$ cat src/rtl/nn_fixed_pkg.sv
// nn_fixed_pkg: shared Q7.8 fixed-point constants and FSM state type for the neuron datapath.
package nn_fixed_pkg;
    localparam int DATA_W    = 16;
    localparam int FRAC_W    = 8;
    localparam int ACC_W     = 24;
    localparam int MAX_TERMS = 256;
    localparam logic [DATA_W-1:0] Q_MAX = 16'h7FFF;
    localparam logic [DATA_W-1:0] Q_MIN = 16'h8000;
    typedef enum logic [1:0] {IDLE, ACCUM, DONE} state_t;
endpackage

$ cat src/rtl/sat_q78.sv
// sat_q78: combinational clamp of a wide signed accumulator to Q7.8 with an overflow flag.
module sat_q78
    import nn_fixed_pkg::*;
(
    input  logic [ACC_W-1:0]  i_acc,
    output logic [DATA_W-1:0] o_sat,
    output logic              o_ovf
);
    // The value fits iff every bit above the Q7.8 sign bit copies it.
    logic [ACC_W-DATA_W:0] w_top;
    assign w_top = i_acc[ACC_W-1:DATA_W-1];
    assign o_ovf = |w_top && !(&w_top);
    assign o_sat = o_ovf ? (i_acc[ACC_W-1] ? Q_MIN : Q_MAX) : i_acc[DATA_W-1:0];
endmodule

$ cat src/rtl/mac_accumulator.sv
// mac_accumulator: accumulates num_terms signed Q7.8 products onto a bias, emits a saturated result.
// Define MAC_RELU_EN to force negative results to zero after saturation.
module mac_accumulator
    import nn_fixed_pkg::*;
#(
    parameter int CNT_W = 9
)(
    input  logic              clk,
    input  logic              rst_n,
    input  logic              start,
    input  logic [CNT_W-1:0]  num_terms,
    input  logic [DATA_W-1:0] bias_in,
    input  logic [DATA_W-1:0] prod_in,
    input  logic              prod_valid,
    output logic [DATA_W-1:0] acc_out,
    output logic              out_valid,
    output logic              busy,
    output logic              ovf
);
    state_t             r_state;
    logic [ACC_W-1:0]   r_acc;
    logic [CNT_W-1:0]   r_cnt;
    logic [DATA_W-1:0]  w_sat;
    logic [DATA_W-1:0]  w_res;
    logic               w_ovf;
    logic [ACC_W-1:0]   w_bias_ext;
    logic [ACC_W-1:0]   w_prod_ext;

    assign w_bias_ext = {{(ACC_W-DATA_W){bias_in[DATA_W-1]}}, bias_in};
    assign w_prod_ext = {{(ACC_W-DATA_W){prod_in[DATA_W-1]}}, prod_in};
    assign busy       = r_state != IDLE;

    sat_q78 u_sat (
        .i_acc (r_acc),
        .o_sat (w_sat),
        .o_ovf (w_ovf)
    );

`ifdef MAC_RELU_EN
    assign w_res = w_sat[DATA_W-1] ? '0 : w_sat;
`else
    assign w_res = w_sat;
`endif

    always_ff @(posedge clk or negedge rst_n) begin
        if (!rst_n) begin
            r_state   <= IDLE;
            r_acc     <= '0;
            r_cnt     <= '0;
            acc_out   <= '0;
            out_valid <= 1'b0;
            ovf       <= 1'b0;
        end else begin
            out_valid <= 1'b0;
            case (r_state)
                IDLE: if (start) begin
                    r_acc   <= w_bias_ext;
                    r_cnt   <= num_terms;
                    r_state <= (num_terms == '0) ? DONE : ACCUM;
                end
                ACCUM: if (prod_valid) begin
                    r_acc <= r_acc + w_prod_ext;
                    r_cnt <= r_cnt - 1'b1;
                    if (r_cnt == CNT_W'(1))
                        r_state <= DONE;
                end
                DONE: begin
                    acc_out   <= w_res;
                    ovf       <= w_ovf;
                    out_valid <= 1'b1;
                    r_state   <= IDLE;
                end
                default: r_state <= IDLE;
            endcase
        end
    end
endmodule

$ cat config.mk
export PLATFORM = sky130hd
export DESIGN_NAME = mac_accumulator
export DESIGN_NICKNAME = d
export VERILOG_FILES = /design/src/rtl/nn_fixed_pkg.sv /design/src/rtl/sat_q78.sv /design/src/rtl/mac_accumulator.sv
export SDC_FILE = /design/constraint.sdc
export NUM_CORES = 1
export LEC_CHECK = 0
export BUFFER_PORTS_ARGS = -buffer_cell sky130_fd_sc_hd__buf_2
export CELL_PAD_IN_SITES_DETAIL_PLACEMENT = 1
export CELL_PAD_IN_SITES_GLOBAL_PLACEMENT = 1
export CORE_MARGIN = 1
export CORE_UTILIZATION = 40
export CTS_CLUSTER_DIAMETER = 120
export DETAILED_ROUTE_END_ITERATION = 7
export GPL_TIMING_DRIVEN = 0
export PLACE_DENSITY_LB_ADDON = 0.1
export REMOVE_ABC_BUFFERS = 1
export SLEW_MARGIN = 20
export SYNTH_ARGS = -nofsm -noshare
export SYNTH_HDL_FRONTEND = slang
export SYNTH_SLANG_ARGS = --single-unit
$ cat constraint.sdc
create_clock -name clk -period 2.9 [get_ports clk]
set_input_delay 0 -clock clk [delete_from_list [all_inputs] [get_ports clk]]
set_output_delay 0 -clock clk [all_outputs]
set_load 0.02 [all_outputs]
Word-level counts from Yosys, hierarchy flattened
Index checks and enable logic that the tools add are counted.

Output and inout port bits: 19. Logic and storage cells: 38. Register bits: 53.

Reductions and logical operators: 10. Equality and inequality tests: 6. Add/sub/neg operators: 2. Muxes and demuxes: 14.

Operator list (number): $mux W24 (2); $pmux W24 S2 (1); $mux W16 (2); $add A24 B24 Y24 (1); $mux W9 (2); $pmux W9 S2 (1); $eq A9 B1 Y1 const B (1); $logic_not A9 Y1 (1); $reduce_and A9 Y1 (1); $reduce_or A9 Y1 (1); $sub A9 B1 Y9 const B (1); $mux W2 (4); $ne A2 B2 Y1 const B (3); $reduce_and A3 Y1 (2); $pmux W2 S2 (1); $reduce_bool A2 Y1 (2); $eq A2 B1 Y1 const B (1); $eq A2 B2 Y1 const B (1); $logic_not A2 Y1 (1); $logic_and A1 B1 Y1 (1); $logic_not A1 Y1 (1); $mux W1 (1).

Depth between registers and ports, before layout
Gate-level depths: netlist (run 1).

Depth in word-level cells: 4. Gate-level depth with buffers: 10.

Modules after synthesis
A second synthesis (run 1) with hierarchy kept.

Cell total of the unflattened synthesis: 444. Area, all modules: 4020.1 µm².

Modules (own cells, without submodules): mac_accumulator (sequential area each 1326.3 µm², instances 1, cells an instance 399, area an instance 3719.8 µm²); sat_q78 (sequential area each 0.0 µm², instances 1, cells an instance 45, area an instance 300.3 µm²).

Least setup slack after synthesis (run 1)
Ideal clock, no wire load.

Path type: register to register. Start point: reg r_acc[0]. End point: reg r_acc[20]. Required time: 2774 ps. Clock period less this slack: 2264 ps. Data arrival time: 2138 ps. Stages on the path, launching flop included: 11. Slack: 636 ps. Path through: dfrtp_1 > ha_1 > inv_1 > fa_1 > nand2b_1 > a21oi_1 > nor2_1 > o211ai_1 > a21oi_1 > xnor2_1 > a221o_1.

Cells in the longest elaborated chain, start to end: 3.

RTL lines: start, declared (RTL line mac_accumulator.sv:21) `logic [ACC_W-1:0] r_acc;`; start signal, assigned (RTL line mac_accumulator.sv:57) `r_acc <= w_bias_ext;`; start signal, assigned (RTL line mac_accumulator.sv:62) `r_acc <= r_acc + w_prod_ext;`; $add A24 B24 Y24 (RTL line mac_accumulator.sv:62); $mux W24 (RTL line mac_accumulator.sv:61) `ACCUM: if (prod_valid) begin`; $pmux W24 S2 (RTL line mac_accumulator.sv:55) `case (r_state)`.

Every way passes these cells. The select of a mux whose other input is x is not followed. A chain may end at the register's enable or synchronous reset.

Worst setup path after layout (run 1)
Same ends and word-level chain as after synthesis.

==> out/metrics.yaml, run 1 <==
power_and_ir_drop:
  total_power_uw: 4930
  powerDensity_nw_per_um2: 1140
  leakage_uw: 0.00203
  ir_drop_mv: 0.459
clocking:
  numCtsBuffers: 5
  cts_setup_buffers: 0
  clkTransAtPathRegs_ps: 100
  cts-root-buf: "clkbuf_8"
  clock_path_buffers: 2
  clock_sinks: 53
  cts_tree: "done"
  clk_latency_ps: 310
  htree_levels: 2
sta:
  setup_viol: 0
  hold_viol: 0
  max_freq_mhz: 372
  timing.final.crit_share_pct: 92.6
  rsz0062_at_grt: "false"
  timing.final.crit_period_ps: 2690
  fin_ws_ps: 214
  tns_ps: 0
  skew_ps: 7.36
  tightest_slew_ps: 945
  final-max-slew-violation-count: 0
  timing.slew.headroom_pct: 36.8
setup_path:
  r2r_setup_slack_ps: 210
  crit_chain: "ha_1 -> inv_1 -> fa_1 -> nand2b_1 -> a21oi_1 -> nor2_1 -> o211ai_1 -> a21oi_1 -> xnor2_1 -> a221o_1"
  crit_path_frequent_cell: "a21oi_1"
  start_kind: "register"
  ff2ff_path_depth: 10
  cp_slowest_cell: "o211ai_1"
  worstPathRequired_ps: 3100
  critPathTopFamily: "compound AO/OA/AOI/OAI gates"
  worstPathArrival_ps: 2880
  reg2reg_to: "r_acc[20]"
  critPathMaxFanout: 3
  crit_path_end_kind: "register"
  path_buf_inv: 1
  slowest_delay_ps: 410
  critPathKind: "reg -> reg"
  r2r-start: "r_acc[0]"
place:
  gp_congestion: 0.831
  dp_hpwl_microns: 7610
  io_buffers: 63
  dp_slack_ps: 199
logic_synthesis:
  synthArstFlopShare_pct: 100
  synth-simple-area-share_pct: 18.1
  ys_ff_latch: 53
  synth_ff_type: "dfrtp_1"
  yosysWarningCount: 0
  synthesis.area_sq_um: 3670
  synth_fa_ha_area_share_pct: 9.06
  synth_compound_area_share_pct: 27.3
  synth_edf_count: 0
  synth_xor_area_share_pct: 4.29
  synthMuxAreaShare_pct: 1.12
  syn_inst: 459
  synth.distinct_cells: 45
  ys_seq_area_share_pct: 36.1
  synth.avg_cell_area_sq_um: 8.00
  synth_top_family_by_area: "compound AO/OA/AOI/OAI gates"
global_routing:
  grt_usage_pct: 22.8
  grt_pass1_wl_microns: 17700
  antenna_found_initial: 0
  grt_pass1_vias: 3587
  grt_max_degree: 54
  overflow: 0
min_path:
  min_delay_path_depth: 3
  min-delay-path-class: "in -> reg"
  min_from: "bias_in[4]"
  hold_end: "r_acc[4]"
route:
  wl_per_cell_microns: 16.7
  viasPerCell: 5.64
  wl_met2_microns: 5020
  firstDrtPassIters: 6
  drt-initial-drc-count: 104
  drt_drc_violations_left: 5
  ant_nets: 0
  met1_length_microns: 5150
  num_vias: 3547
  drt_wl_total_microns: 10500
  highest_layer: "met4"
  wl_met3_microns: 242
outcome:
  status: "complete, but fails checks"
  violations: "design-rule violations"
floorplanning:
  rows: 34
  start_util_pct: 41.7
  dieHeight_microns: 97.8
  die_w_microns: 97.8
  die_area_sq_um: 9570
  core_area_sq_um: 8810
  boundaryPins: 64
layout:
  drive_above_1_share_pct: 15.9
  fin_util_pct: 49.2
  diodes: 0
  syn2layout_area_growth_pct: 17.9
  nNetsFinal: 591
  final_cell_mix: "a21oi_1 (71), nand2_1 (62), buf_2 (62)"
  final_common_cell: "a21oi_1"
job:
  maxCapViolCount: 0
repair_timing:
action,4_1_cts,5_1_grt
endpoints found under the hold margin,68,0
gates resized for setup,0,1
endpoints found under the setup margin,0,1
hold buffers,16,0
tightest hold or removal path, stage by stage:
cell and delay, ps:
buf_2 90, a21oi_1 60, o21ai_0 130
kinds of logic after synthesis:
logic type / count (synthesis)
adder cells (fa/ha/maj): 26
XOR/XNOR: 18
AND/OR/NAND/NOR: 148
multiplexers: 4
AO/OA/AOI/OAI: 171
flip-flops: 53
buffers and inverters: 39
per-stage QoR:
| step | std cells | hold slack [ps] | instance area [sq um] |
|---|---|---|---|
| floorplan | 432 | -296 | 3570 |
| global placement | 603 | 218 | 4020 |
| detailed placement | 605 | 98.1 | 4080 |
| CTS | 629 | 3.03 | 4330 |
| global route | 629 | 15.8 | 4330 |
| finish | 629 | 1.18 | 4330 |
cell usage after synthesis, drive strengths merged (4+ instances only):
| cell type | instances | share of area, % |
|---|---|---|
| clkbuf | 27 | 2.8 |
| o31ai | 4 | 1.1 |
| nor2 | 31 | 3.2 |
| nor3 | 11 | 1.5 |
| xor2 | 11 | 2.6 |
| and3 | 5 | 0.85 |
| nand3 | 14 | 1.9 |
| xnor2 | 7 | 1.7 |
| a31oi | 9 | 1.5 |
| nand2b | 5 | 0.85 |
| o21ai | 50 | 6.8 |
| dfrtp | 53 | 36 |
| a21oi | 71 | 9.7 |
| o211ai | 6 | 1.2 |
| nand2 | 62 | 6.3 |
| ha | 25 | 8.5 |
| nand4 | 6 | 1.0 |
| a21o | 11 | 2.2 |
| inv | 12 | 1.2 |
area by class of cell:
| class | count | area [sq um] |
|---|---|---|
| Sequential cell | 53 | 1330 |
| Clock buffer | 7 | 76.3 |
| Timing Repair Buffer | 81 | 513 |
| Tap cell | 108 | 135 |
| Fill cell | 1106 | 4470 |
| Inverter | 12 | 45.0 |
| Multi-Input combinational cell | 367 | 2230 |
| Clock inverter | 1 | 7.51 |
sequential cells by signal, summed over array words and instances, names as in the netlist:
name and cells:
acc_out 16, out_valid 1, ovf 1, r_acc 24, r_cnt 9, r_state 2
where the power goes:
group | switching [uW] | internal, uW | leakage (uW)
Combinational | 1870 | 1210 | 0.00134
Clock | 256 | 172 | 0.0000385
Sequential | 312 | 1100 | 0.000651
Total | 2440 | 2490 | 0.00203
how the worst max path moves through the flow:
stage	start	depth (start not counted)	end
6_report	r_acc[0]	10	r_acc[20]
5_1_grt	r_acc[0]	10	r_acc[20]
4_1_cts	r_acc[0]	10	r_acc[18]
3_5_place_dp	r_acc[0]	10	r_acc[18]
3_3_place_gp	r_state[0]	4	r_acc[17]
2_1_floorplan	r_acc[0]	10	r_acc[20]
per-layer routing:
metal / vias to the layer above / global-route usage (%)
li1: 1763 / -
met1: 1719 / 31.3
met2: 53 / 38.5
met3: 12 / 2.79
met4: 0 / 4.78
met5: - / 0
Note: power is estimated with default switching activity, not from simulation.
==> run 2: changes to the inputs <==
--- a/config.mk
+++ b/config.mk
@@ -13,6 +13,7 @@
 export CTS_CLUSTER_DIAMETER = 120
 export DETAILED_ROUTE_END_ITERATION = 7
 export GPL_TIMING_DRIVEN = 0
+export HOLD_SLACK_MARGIN = 0.02
 export PLACE_DENSITY_LB_ADDON = 0.1
 export REMOVE_ABC_BUFFERS = 1
 export SLEW_MARGIN = 20
==> out/metrics.yaml, run 2 (synthesized netlist as in run 1, its figures left out) <==
setup_path:
  crit_path_frequent_cell: "a21oi_1"
  crit_path_end_kind: "register"
  crit_chain: "ha_1 -> inv_1 -> fa_1 -> nand2b_1 -> a21oi_1 -> nor2_1 -> o211ai_1 -> a21oi_1 -> xnor2_1 -> a221o_1"
  cp_slowest_cell: "dfrtp_1"
  path_buf_inv: 1  # unchanged
  critPathMaxFanout: 3  # unchanged
  worstPathRequired_ps: 3100  # about the same
  start_kind: "register"
  worstPathArrival_ps: 2860  # -20 ps
  critPathKind: "reg -> reg"
  slowest_delay_ps: 400  # about the same
  critPathTopFamily: "compound AO/OA/AOI/OAI gates"
layout:
  top_regs: "r_acc: 24 flops, acc_out: 16 flops, r_cnt: 9 flops"
  drive_above_1_share_pct: 15.8  # -0.12 points
  final_cell_mix: "a21oi_1 (71), nand2_1 (62), buf_2 (62)"
  final_common_cell: "a21oi_1"
  nNetsFinal: 595  # +0.68%
  area.sequential_sq_um: 1330  # unchanged
  syn2layout_area_growth_pct: 19.0
  largest_reg_flops: 24  # unchanged
  multi_input_area_sq_um: 2230  # unchanged
  regMostFlops: "r_acc"
  n_fill_cell: 1106  # unchanged
  diodes: 0  # unchanged
clocking:
  clock_sinks: 53  # unchanged
  htree_levels: 2  # unchanged
  cts_tree: "done"
  clk_latency_ps: 310  # about the same
  clkTransAtPathRegs_ps: 100  # about the same
  clock_path_buffers: 2  # unchanged
  cts-root-buf: "clkbuf_8"
  cts_setup_buffers: 0  # unchanged
  numCtsBuffers: 5  # unchanged
route:
  wl_per_cell_microns: 16.6  # -0.66%
  firstDrtPassIters: 7  # +1
  num_vias: 3548  # +0.028%
  viasPerCell: 5.61  # -0.60%
  drt-initial-drc-count: 91  # -13%
  drt_drc_violations_left: 6  # +1
  ant_nets: 0  # unchanged
  drt_wl_total_microns: 10500  # about the same
outcome:
  violations: "design-rule violations"
  status: "complete, but fails checks"
sta:
  max_freq_mhz: 375  # +0.71%
  setup_viol: 0  # unchanged
  timing.final.crit_share_pct: 92.0  # -0.66 points
  tns_ps: 0  # unchanged
  timing.final.crit_period_ps: 2670  # -19.0 ps
  skew_ps: 7.01  # -0.349 ps
  timing.slew.headroom_pct: 37.5  # +0.73 points
  hold_viol: 0  # unchanged
  tightest_slew_ps: 934  # -10.9 ps
  final-max-slew-violation-count: 0  # unchanged
  rsz0062_at_grt: "false"
power_and_ir_drop:
  leakage_uw: 0.00205  # +0.82%
  total_power_uw: 4930  # about the same
  powerDensity_nw_per_um2: 1130  # -0.94%
  ir_drop_mv: 0.462  # +0.74%
place:
  gp_congestion: 0.831  # unchanged
  dp_hpwl_microns: 7610  # unchanged
  io_buffers: 63  # unchanged
min_path:
  min-delay-path-class: "in -> reg"
floorplanning:
  rows: 34  # unchanged
  die_area_sq_um: 9570  # unchanged
  boundaryPins: 64  # unchanged
  start_util_pct: 41.7  # unchanged
  core_area_sq_um: 8810  # unchanged
  dieHeight_microns: 97.8  # unchanged
  die_w_microns: 97.8  # unchanged
global_routing:
  antenna_found_initial: 0  # unchanged
  grt_max_degree: 54  # unchanged
  overflow: 0  # unchanged
  grt_pass1_wl_microns: 17700  # +0.16%
  grt_pass1_vias: 3598  # +0.31%
  grt_usage_pct: 22.8  # +0.031 points
job:
  maxCapViolCount: 0  # unchanged
==> run 2: changes by cell type in the layout (fill, tap and decap cells not counted) <==
cell           change
dlygate4sd3_1      +4
==> run 2: timing repair <==
item	4_1_cts	5_1_grt
hold buffers	19	1
setup endpoints to repair	0	1
hold endpoints to repair	71	1
resized for setup	0	1
==> run 2: through the flow <==
step | utilization (%) | setup slack (ps) | cells | hold slack [ps] | area (sq um)
finish | 49.7 | 233 | 633 | 18.4 | 4370
global route | 49.7 | 2.54 | 633 | 41.3 | 4370
CTS | 49.5 | 158 | 632 | 20.5 | 4360
detailed placement | 46.3 | 199 | 605 | 98.1 | 4080
global placement | 45.7 | -392 | 603 | 218 | 4020
floorplan | - | 636 | 432 | -296 | 3570
==> run 2: tightest hold or removal path: stages <==
cell     delay (ps)
buf_2            80
o21ai_0          70
a21oi_1         140
==> run 2: final cells by class <==
cell class / count / area share, %
Clock buffer: 7 / 1.75
Clock inverter: 1 / 0.172
Inverter: 12 / 1.03
Multi-Input combinational cell: 367 / 51.0
Sequential cell: 53 / 30.3
Tap cell: 108 / 3.09
Timing Repair Buffer: 85 / 12.6
==> run 2: power breakdown <==
| group | internal, uW | total [uW] | leakage, uW | switching, uW |
|---|---|---|---|---|
| Clock | 172 | 427 | 0.0000385 | 255 |
| Sequential | 1100 | 1410 | 0.000651 | 309 |
| Combinational | 1220 | 3090 | 0.00136 | 1870 |
| Total | 2490 | 4930 | 0.00205 | 2440 |
==> run 2: path summary, 6_finish.rpt <==
check	end	depth (start not counted)	from	slack (ps)
max	r_acc[20]	10	r_acc[0]	230
min reg2reg	acc_out[10]	2	acc_out[10]	480
min	r_cnt[3]	3	num_terms[3]	20
max in group asynchronous	r_acc[22]	2	rst_n	2160
max reg2reg	r_acc[20]	10	r_acc[0]	230
min in group asynchronous	acc_out[13]	2	rst_n	280
==> run 2: layer usage <==
metal	track usage [%]	up-vias	part of all wire (%)
met3	2.72	12	3.4
met5	0	-	0
li1	-	1771	-
met2	38.7	69	48
met4	4.78	0	1.0
met1	31.3	1696	48
==> run 3: changes to the inputs <==
--- a/config.mk
+++ b/config.mk
@@ -5,13 +5,13 @@
 export SDC_FILE = /design/constraint.sdc
 export NUM_CORES = 1
 export LEC_CHECK = 0
-export BUFFER_PORTS_ARGS = -buffer_cell sky130_fd_sc_hd__buf_2
 export CELL_PAD_IN_SITES_DETAIL_PLACEMENT = 1
 export CELL_PAD_IN_SITES_GLOBAL_PLACEMENT = 1
 export CORE_MARGIN = 1
 export CORE_UTILIZATION = 40
 export CTS_CLUSTER_DIAMETER = 120
 export DETAILED_ROUTE_END_ITERATION = 7
+export DONT_BUFFER_PORTS = 1
 export GPL_TIMING_DRIVEN = 0
 export HOLD_SLACK_MARGIN = 0.02
 export PLACE_DENSITY_LB_ADDON = 0.1
==> out/metrics.yaml, run 3 (synthesized netlist as in run 1, its figures left out) <==
layout:
  final_cell_mix: "a21oi_1 (71), nand2_1 (62), dfrtp_1 (53)"
  final_cells: 580  # -8.4%
  largest_reg_flops: 24  # unchanged
  n_fill_cell: 1076  # -2.7%
  top_regs: "r_acc: 24 flops, acc_out: 16 flops, r_cnt: 9 flops"
  drive_above_1_share_pct: 4.66  # -11 points
  regMostFlops: "r_acc"
  syn2layout_area_growth_pct: 13.9
  diodes: 0  # unchanged
  nNetsFinal: 542  # -8.9%
  final_common_cell: "a21oi_1"
power_and_ir_drop:
  switching_power_uw: 2440  # +0.40%
  leakage_uw: 0.00184  # -10%
  powerDensity_nw_per_um2: 1170  # +3.4%
  total_power_uw: 4880  # -1.1%
  power_frac_seq_pct: 32.3  # +3.6 points
  comb_power_share_pct: 58.6  # -4.1 points
  p_clk_share_pct: 9.0  # +0.3 points
  internal_power_uw: 2430  # -2.5%
  ir_drop_mv: 0.333  # -28%
  swShare_pct: 50.1  # +0.74 points
clocking:
  numCtsBuffers: 5  # unchanged
  cts_tree: "done"
  clk_latency_ps: 310  # about the same
  clock_sinks: 53  # unchanged
  htree_levels: 2  # unchanged
  cts_setup_buffers: 0  # unchanged
  cts-root-buf: "clkbuf_8"
  clkTransAtPathRegs_ps: 110  # about the same
  clock_path_buffers: 2  # unchanged
setup_path:
  ff2ff_path_depth: 10  # unchanged
  crit_chain: "ha_1 -> inv_1 -> fa_1 -> nand2b_1 -> a21oi_1 -> nor2_1 -> o211ai_1 -> a21oi_1 -> xnor2_1 -> a221o_1"
  critPathTopFamily: "compound AO/OA/AOI/OAI gates"
  reg2reg_to: "r_acc[20]"
  r2r-start: "r_acc[0]"
  start_kind: "register"
  cp_slowest_cell: "o211ai_1"
  slowest_delay_ps: 430  # +30 ps
  critPathMaxFanout: 3  # unchanged
  crit_path_end_kind: "register"
  critPathKind: "reg -> reg"
  r2r_setup_slack_ps: 180  # -50 ps
  path_buf_inv: 1  # unchanged
  critPathLaunch: "r_acc[0]"
  crit_path_frequent_cell: "a21oi_1"
  worstPathRequired_ps: 3110  # about the same
  worstPathArrival_ps: 2930  # +70 ps
global_routing:
  grt_pass1_vias: 3513  # -2.4%
  grt_max_degree: 54  # unchanged
  grt_pass1_wl_microns: 17700  # -0.43%
  antenna_found_initial: 0  # unchanged
  grt_usage_pct: 22.6  # -0.18 points
  overflow: 0  # unchanged
sta:
  tightest_slew_ps: 941  # +7.58 ps
  tns_ps: 0  # unchanged
  setup_viol: 0  # unchanged
  timing.final.crit_share_pct: 93.8  # +1.9 points
  max_freq_mhz: 368  # -2.0%
  timing.final.crit_period_ps: 2720  # +53.8 ps
  skew_ps: 10.1  # +3.10 ps
  timing.slew.headroom_pct: 37.0  # -0.51 points
  rsz0062_at_grt: "false"
  fin_hold_ws_ps: 52.3  # +33.9 ps
  final-max-slew-violation-count: 0  # unchanged
  hold_viol: 0  # unchanged
  fin_ws_ps: 179  # -53.8 ps
place:
  io_buffers: 0  # -100%
  dp_cells: 542  # -10%
  gp_congestion: 0.796  # -4.3%
  dp_hpwl_microns: 7490  # -1.5%
  dp_slack_ps: 103  # -95.7 ps
min_path:
  min_delay_path_depth: 3  # unchanged
  min-delay-path-class: "in -> reg"
  hold_end: "r_state[1]"
  min_from: "num_terms[8]"
floorplanning:
  boundaryPins: 64  # unchanged
  dieHeight_microns: 97.8  # unchanged
  die_w_microns: 97.8  # unchanged
  core_area_sq_um: 8810  # unchanged
  start_util_pct: 41.7  # unchanged
  die_area_sq_um: 9570  # unchanged
  rows: 34  # unchanged
route:
  viasPerCell: 5.87  # +4.7%
  drt_drc_violations_left: 6  # unchanged
  ant_nets: 0  # unchanged
  firstDrtPassIters: 6  # -1
  num_vias: 3403  # -4.1%
  drt-initial-drc-count: 64  # -30%
  drt_wl_total_microns: 10500  # -0.29%
  wl_per_cell_microns: 18.1  # +8.8%
outcome:
  status: "complete, but fails checks"
  violations: "design-rule violations"
job:
  maxCapViolCount: 0  # unchanged
## run 3: power groups by stage
stage / sequential, uW / clock [uW] / combinational [uW]
after floorplan: 1480 / 0 / 2110
after global placement: 1560 / 0 / 2600
after detailed placement: 1590 / 0 / 2760
after CTS: 1570 / 461 / 2840
after global routing: 1630 / 473 / 3240
final: 1580 / 440 / 2860
## run 3: how the worst max path moves through the flow
stage                      endpoint  depth (start not counted)  slack (ps)
after CTS                 r_acc[18]                         10          70
after floorplan           r_acc[20]                         10         640
after global routing      r_acc[20]                         10          60
after detailed placement  r_acc[18]                         10         100
after global placement    r_acc[17]                          4        -420
final                     r_acc[20]                         10         180
## run 3: through the flow
step,cell area (sq um),utilization (%)
final,4180,47.5
after detailed placement,3770,42.8
after CTS,4180,47.4
after global placement,3710,42.1
after global routing,4180,47.5
after floorplan,3570,-
## run 3: worst register-to-register path: cells and delay by family, from the launching register on
kind,cells,cell delay (ps)
DFF,1,410
and+or+nand+nor,2,320
AOI/OAI and AO/OA,4,1120
xor gates and xnor gates,1,150
buffers and inverters,1,50
adders and majority gates,2,560
## run 3: final cells by class
cell class	count	area, sq um	area share [%]
Clock inverter	2	13.8	0.329
Sequential cell	53	1330	31.7
Tap cell	108	135	3.23
Timing Repair Buffer	32	360	8.62
Clock buffer	6	72.6	1.73
Multi-Input combinational cell	367	2230	53.3
Inverter	12	45.0	1.08
## run 3: repair_timing
action / in CTS / in global routing
hold buffers: 30 / 0
gates resized for setup: 0 / 1
setup endpoints to repair: 0 / 3
hold endpoints to repair: 81 / 0
## run 3: layer usage
metal / vias up / track usage, % / part of all wire, %
li1: 1661 / - / -
met4: 0 / 5.59 / 1.3
met5: - / 0 / 0
met1: 1660 / 30.2 / 47
met3: 15 / 2.65 / 3.7
met2: 67 / 38.9 / 48
